$ cat config.mk
export PLATFORM = sky130hd
export DESIGN_NAME = serial_inc_scheduler
export DESIGN_NICKNAME = d
export VERILOG_FILES = /design/src/rtl/serial_inc_scheduler.sv
export SDC_FILE = /design/constraint.sdc
export NUM_CORES = 1
export LEC_CHECK = 0
export ABC_AREA = 1
export CAP_MARGIN = 20
export CORE_MARGIN = 4
export CORE_UTILIZATION = 44
export CTS_CLUSTER_SIZE = 30
export DETAILED_ROUTE_END_ITERATION = 8
export PLACE_DENSITY = 0.85
export SETUP_SLACK_MARGIN = 0.05
export SYNTH_ARGS = -nofsm -noshare
export SYNTH_HDL_FRONTEND = slang
export SYNTH_SLANG_ARGS = --single-unit
$ cat constraint.sdc
create_clock -name clk -period 3 [get_ports clk]
set_input_delay 0.45 -clock clk [delete_from_list [all_inputs] [get_ports clk]]
set_output_delay 0.45 -clock clk [all_outputs]
set_load 0.01 [all_outputs]
$ cat src/rtl/serial_inc_scheduler.sv
// Round-robin front end for the bit-serial increment unit: grants one requester,
// streams its operand LSB-first into the serial unit and returns the tagged result.
module serial_inc_scheduler #(
  parameter int W    = 4,
  parameter int NREQ = 2,
  parameter int IDW  = (NREQ > 1) ? $clog2(NREQ) : 1
) (
  input  logic              clk,
  input  logic              reset,
  input  logic [NREQ-1:0]   req_valid,
  input  logic [NREQ*W-1:0] req_data,
  output logic [NREQ-1:0]   req_ready,
  output logic              adder_tx_start,
  output logic              adder_in,
  input  logic              adder_out,
  output logic              rsp_valid,
  input  logic              rsp_ready,
  output logic [W-1:0]      rsp_data,
  output logic              rsp_carry,
  output logic [IDW-1:0]    rsp_id,
  output logic              busy
);

  localparam int CW = (W > 1) ? $clog2(W) : 1;

  typedef enum logic [1:0] {
    IDLE  = 2'd0,
    SHIFT = 2'd1,
    CARRY = 2'd2,
    RESP  = 2'd3
  } state_e;

  state_e          state_q, state_d;
  logic [W-1:0]    shift_q, shift_d;
  logic [W-1:0]    result_q, result_d;
  logic            carry_q, carry_d;
  logic [IDW-1:0]  id_q, id_d;
  logic [CW-1:0]   cnt_q, cnt_d;
  logic [IDW-1:0]  ptr_q, ptr_d;

  logic            grant_found_s;
  logic [IDW-1:0]  grant_id_s;
  logic [W-1:0]    operand_s;
  logic [NREQ-1:0] grant_onehot_s;

  // Round-robin search: indices at or above the pointer beat the wrapped ones,
  // and within each group the lowest index wins (descending loops, last write wins).
  always_comb begin
    grant_found_s = 1'b0;
    grant_id_s    = '0;
    for (int j = NREQ - 1; j >= 0; j--) begin
      grant_found_s = grant_found_s | (req_valid[j] && (IDW'(j) < ptr_q));
      grant_id_s    = (req_valid[j] && (IDW'(j) < ptr_q)) ? IDW'(j) : grant_id_s;
    end
    for (int j = NREQ - 1; j >= 0; j--) begin
      grant_found_s = grant_found_s | (req_valid[j] && (IDW'(j) >= ptr_q));
      grant_id_s    = (req_valid[j] && (IDW'(j) >= ptr_q)) ? IDW'(j) : grant_id_s;
    end
  end

  // Operand mux and one-hot decode of the winner.
  always_comb begin
    operand_s      = '0;
    grant_onehot_s = '0;
    for (int j = 0; j < NREQ; j++) begin
      operand_s         = (grant_id_s == IDW'(j)) ? req_data[j*W +: W] : operand_s;
      grant_onehot_s[j] = (grant_id_s == IDW'(j));
    end
  end

  // Next-state and output decode for the four-state sequencer.
  always_comb begin
    state_d        = state_q;
    shift_d        = shift_q;
    result_d       = result_q;
    carry_d        = carry_q;
    id_d           = id_q;
    cnt_d          = cnt_q;
    ptr_d          = ptr_q;
    req_ready      = '0;
    adder_tx_start = 1'b0;
    adder_in       = 1'b0;
    rsp_valid      = 1'b0;
    busy           = (state_q != IDLE);
    case (state_q)
      IDLE: begin
        // Grant is held off while reset is asserted so every output reads zero.
        if (grant_found_s && reset) begin
          req_ready = grant_onehot_s;
          shift_d   = operand_s;
          id_d      = grant_id_s;
          cnt_d     = '0;
          ptr_d     = (grant_id_s == IDW'(NREQ - 1)) ? '0 : grant_id_s + IDW'(1);
          state_d   = SHIFT;
        end else begin
          state_d = IDLE;
        end
      end
      SHIFT: begin
        adder_in         = shift_q[0];
        adder_tx_start   = (cnt_q == '0);
        result_d[cnt_q]  = adder_out;
        shift_d          = shift_q >> 1;
        cnt_d            = cnt_q + CW'(1);
        if (cnt_q == CW'(W - 1)) begin
          state_d = CARRY;
        end else begin
          state_d = SHIFT;
        end
      end
      CARRY: begin
        carry_d = adder_out;
        state_d = RESP;
      end
      RESP: begin
        rsp_valid = 1'b1;
        if (rsp_ready) begin
          state_d = IDLE;
        end else begin
          state_d = RESP;
        end
      end
      default: begin
        state_d = IDLE;
      end
    endcase
  end

  // State and datapath registers; reset discards any in-flight frame.
  always_ff @(posedge clk or negedge reset) begin
    if (!reset) begin
      state_q  <= IDLE;
      shift_q  <= '0;
      result_q <= '0;
      carry_q  <= 1'b0;
      id_q     <= '0;
      cnt_q    <= '0;
      ptr_q    <= '0;
    end else begin
      state_q  <= state_d;
      shift_q  <= shift_d;
      result_q <= result_d;
      carry_q  <= carry_d;
      id_q     <= id_d;
      cnt_q    <= cnt_d;
      ptr_q    <= ptr_d;
    end
  end

  assign rsp_data  = result_q;
  assign rsp_carry = carry_q;
  assign rsp_id    = id_q;

endmodule
# Word level (Yosys, flattened, before mapping)
# Cells that the tools add are included.
dict set report word_totals {
  reg_bits 15
  wordCells 58
  output_inout_bits 12
  input_bits 14
}
dict set report classes {
  bitwise_logic 4
  reduce_logical 12
  eq_ne 5
  magnitude_cmp 6
  muxes 22
  add_sub_neg 2
}
# operator count
set ops {}
lappend ops {{$mux 1} 10}
lappend ops {{$mux 2} 5}
lappend ops {{$mux 4} 2}
lappend ops {{$pmux 2 s4} 1}
lappend ops {{$pmux 4 s2} 1}
lappend ops {{$eq 2x2->1 const B} 3}
lappend ops {{$logic_and 1x1->1} 6}
lappend ops {{$bwmux 4} 1}
lappend ops {{$logic_not 2->1} 2}
lappend ops {{$pmux 2 s2} 1}
lappend ops {{$reduce_and 2->1} 2}
lappend ops {{$reduce_bool 2->1} 2}
lappend ops {{$lt 2x3->1 const B} 1}
lappend ops {{$or 1x1->1} 3}
lappend ops {{$add 2x1->2 const B} 1}
lappend ops {{$demux 1 s2} 1}
lappend ops {{$eq 2x1->1 const B} 1}
lappend ops {{$ge 1x1->1 const A} 2}
lappend ops {{$ge 2x1->1 const B} 1}
lappend ops {{$lt 1x1->1 const A} 2}
lappend ops {{$ne 2x2->1 const B} 1}
lappend ops {{$add 1x1->1 const B} 1}
lappend ops {{$not 1->1} 1}

# Longest topological paths before layout
dict set report depth {
  ltp_word 9
  depth_mapped 6
  depth_no_buf 6
}

# Worst setup path after synthesis
# No wires, ideal clock.
dict set report synth_path {
  kind {register to output}
  startpoint {register state_q[1]}
  endpoint {output port req_ready[0]}
  required_time_ns 2.550
  setup_slack_ns 1.537
  path_stages_with_launch 5
  n_path_buf 1
  t_arrival_ns 1.013
  cell_sequence {dfrtp_1 nor2_2 nand3_1 buf_4 nor2_1}
}
dict set report synth_via {
  elab_chain_cells 2
}
# item line
set synth_rtl {}
lappend synth_rtl {{start, declared} 33} ;# state_e state_q, state_d;
lappend synth_rtl {{start signal, assigned} 140} ;# state_q <= state_d;
lappend synth_rtl {{$logic_not 2->1} 85} ;# case (state_q)
lappend synth_rtl {{$mux 2} 85}
lappend synth_rtl {{end, declared} 12} ;# output logic [NREQ-1:0] req_ready,
# No other way between the ends.

# Final worst setup path
dict set report layout_path {
  startpoint {input port req_valid[0]}
  endpoint {output port req_ready[0]}
}
dict set report layout_via {
  elab_chain_cells 7
  word_cells_on_any_way 12
  cone_classes {mux (5); bitwise (4); reduce/logical (3)}
}
# item line
set layout_rtl {}
lappend layout_rtl {{start, declared} 10} ;# input logic [NREQ-1:0] req_valid,
lappend layout_rtl {{$logic_and 1x1->1} {52, 53}}
lappend layout_rtl {{$or 1x1->1 / $mux 1 (equally long branches)} {52, 53}}
lappend layout_rtl {{$or 1x1->1 / $mux 1 (equally long branches) (2 in a row)} {56, 57}}
lappend layout_rtl {{$logic_and 1x1->1 / $not 1->1 (equally long branches)} {88, 67}}
lappend layout_rtl {{$mux 2 (*)} 88} ;# if (grant_found_s && reset) begin
lappend layout_rtl {{$mux 2 (*)} 85}
# Mark *: on every way between the ends. The rest lies on a longest branch, timed or not.

==> run_results.csv <==
group,metric,value,unit
run_status,status,"finished, final reports clean",
yosys,synth_edf_count,0,
cells_and_area,regArea,375.4,um2
critical_path,arrival,2070,ps
clock_network,holdBufCountCts,0,
sta,relSlewSlack,82.85,%
clock_network,clock_path_buffers,2,
critical_path,reg2reg_slack,1750,ps
run,maxCapViolations,0,
clock_network,tritoncts,"built",
detailed_routing,wl,1764,um
critical_path,reg2reg_from,"state_q[1]",
yosys,synthFlopType,"dfrtp_1",
floorplan,io_pins,26,
worst_hold_path,hold_path_class,"flop to flop",
yosys,syn_nets,121,
detailed_routing,drc,0,
clock_network,cts_buffers,3,
sta,tightest_slew,256.6,ps
cells_and_area,final_nets,152,
yosys,syn-mean-instance-area,7.908,um2
floorplan,dieHeight,51.03,um
cells_and_area,diodes,0,
critical_path,reg2regPathDepth,5,
critical_path,crit_path_end_kind,"output pin",
power,power_density,918.4,mW/mm2
floorplan,core,0.001745,mm2
sta,finalCritPeriodShare,84.16,%
cells_and_area,multi_input_area,354.1,um2
sta,fmax,0.3961,GHz
critical_path,cp_cell_sequence,"clkdlybuf4s50_1, nand2_1, nand2_1, inv_1, nor2_1, clkdlybuf4s50_1",
yosys,ys_types,18,
global_routing,antenna_found_initial,0,
power,power.leakage,0.5759,nW
cells_and_area,layout_common_cells,"28 x nand2_1, 25 x clkdlybuf4s50_1, 18 x inv_1",
floorplan,rows,15,
clock_network,postCtsSetupBuffers,0,
critical_path,cp_max_fo,8,
sta,hold_viol_final,0,
yosys,ys_seq_area_share,46.08,%
sta,setup_tns,0,ps
critical_path,worstPathRequired,2550,ps
yosys,async_flop_share,100.0,%
clock_network,cts-resized-gates,0,
critical_path,crit_path_start_kind,"input port",
global_routing,overflow,0,
clock_network,insertion_delay,290,ps
yosys,ys_warn_count,0,
sta,slew_violations,0,
critical_path,r2r_end,"cnt_q[1]",
detailed_routing,drtIter0Drc,4,
global_routing,grt_pass1_vias,718,
sta,grt_setup_unrepaired,"false",
critical_path,criticalPathCategory,"input port to output pin",
detailed_routing,viasPerCell,4.658,
global_routing,grt_use_total,16.05,%
critical_path,cp.buffers_inverters,3,
cells_and_area,final_common_cell,"nand2_1",
detailed_routing,wl_per_cell,11.16,um
clock_network,path_clk_slew,80,ps
yosys,synth-seq-cells,15,
power,total_power,1.038,mW
sta,period_needed,2525,ps
sta,skew,8.376,ps
clock_network,htree_levels,1,
floorplan,fp.dieW,51.03,um
clock_network,root_buffer,"clkbuf_4",
yosys,netlist_instances,103,
cells_and_area,num-fill-cells,148,
worst_hold_path,holdCritStartpoint,"rsp_id",
detailed_routing,first_pass_iters,4,
sta,setup_viol_count_final,0,
critical_path,critPathSlowestCell,"clkdlybuf4s50_1",
clock_network,cts.sinks,15,
cells_and_area,final_layout_size_suffix_gt1_share,8.271,%
global_routing,grt_max_degree,16,
critical_path,path_delay_family,"buffers and inverters",
placement,finalWeightedCongestion,0.9142,
critical_path,cp_slowest_stage_delay,540,ps
detailed_routing,via_count,736,
floorplan,dieArea,0.002604,mm2
floorplan,initial_core_util,46.67,%
placement,portBuffers,25,
detailed_routing,detail-route-antenna-nets,0,
placement,dp_hpwl,1402,um
yosys,syn_area,814.5,um2
cells_and_area,areaGrowthSynthToFinish,38.71,%
global_routing,grt_pass1_wl,3132,um
worst_hold_path,hold_depth,2,
power,ir_drop,0.5825,mV
worst_hold_path,worstHoldEndpoint,"rsp_id",
[power by group]
group / internal, mW / total [mW] / leakage (nW) / switching [mW]
clock network: 0.0517 / 0.116 / 0.0150 / 0.0647
logic: 0.259 / 0.554 / 0.377 / 0.295
registers: 0.300 / 0.367 / 0.184 / 0.0672
total: 0.610 / 1.04 / 0.576 / 0.427
[worst max-delay path by stage]
stage | endpoint | slack [ps] | from | cells past startpoint
6_report | req_ready[0] | 480 | req_valid[0] | 6
5_1_grt | req_ready[0] | 300 | req_valid[0] | 6
2_1_floorplan | req_ready[0] | 1540 | state_q[1] | 4
3_3_place_gp | req_ready[0] | 590 | req_valid[0] | 6
4_1_cts | req_ready[0] | 480 | req_valid[0] | 6
3_5_place_dp | req_ready[0] | 490 | req_valid[0] | 6
[worst min-delay path, cell delays in order (launching register included)]
cell     delay, ps
dfrtp_1        350
nand2_1         50
o21ai_1         60
[final cells by class]
class | instances | share of cell area [%]
Multi-Input combinational cell | 67 | 31.34
Sequential cell | 15 | 33.22
Timing Repair Buffer | 27 | 23.48
Clock buffer | 4 | 2.326
Inverter | 20 | 6.866
Tap cell | 25 | 2.769
[synthesized netlist by cell type, types with 2 or more instances]
cell type | count | area [um2]
dfrtp_1 | 15 | 375.4
nor2_1 | 5 | 18.77
o21ai_0 | 5 | 25.02
nand3_1 | 14 | 70.07
ha_1 | 4 | 50.05
o21ai_1 | 3 | 15.01
nor2_2 | 2 | 12.51
inv_1 | 18 | 67.56
nand2_1 | 28 | 105.1
[flip-flops by register name, indices dropped and copies added, names as in the netlist]
signal	flops
cnt_q	2
ptr_q	1
rsp_carry	1
rsp_data	4
rsp_id	1
shift_q	4
state_q	2
[per-layer routing]
layer	vias up	track usage (%)	routed length, um
met3	2	3.790	64
li1	380	-	-
met1	344	18.70	752
met2	10	27.25	924
met4	0	8.072	23
met5	-	0	0
[cells by family (layout without fill, tap and decap cells)]
group           after synthesis  in the layout  share of synthesized area [%]
simple gates                 51             51                          29.19
buf+inv                      21             51                          10.45
flops                        15             15                          46.08
fa+ha+maj                     4              4                          6.145
compound gates               12             12                          8.141
[stage by stage]
step	setup WS, ps	std cells	hold WS [ps]	instance area, um2	utilization, %
2_1_floorplan	1537	103	154.4	814.5	-
3_3_place_gp	591.3	154	470.4	1104	63.23
3_5_place_dp	485.7	154	481.3	1104	63.23
4_1_cts	483.6	158	500.4	1130	64.73
5_1_grt	303.9	158	532.0	1130	64.73
6_report	475.1	158	493.1	1130	64.73
Power figures use the tool's default switching activity.
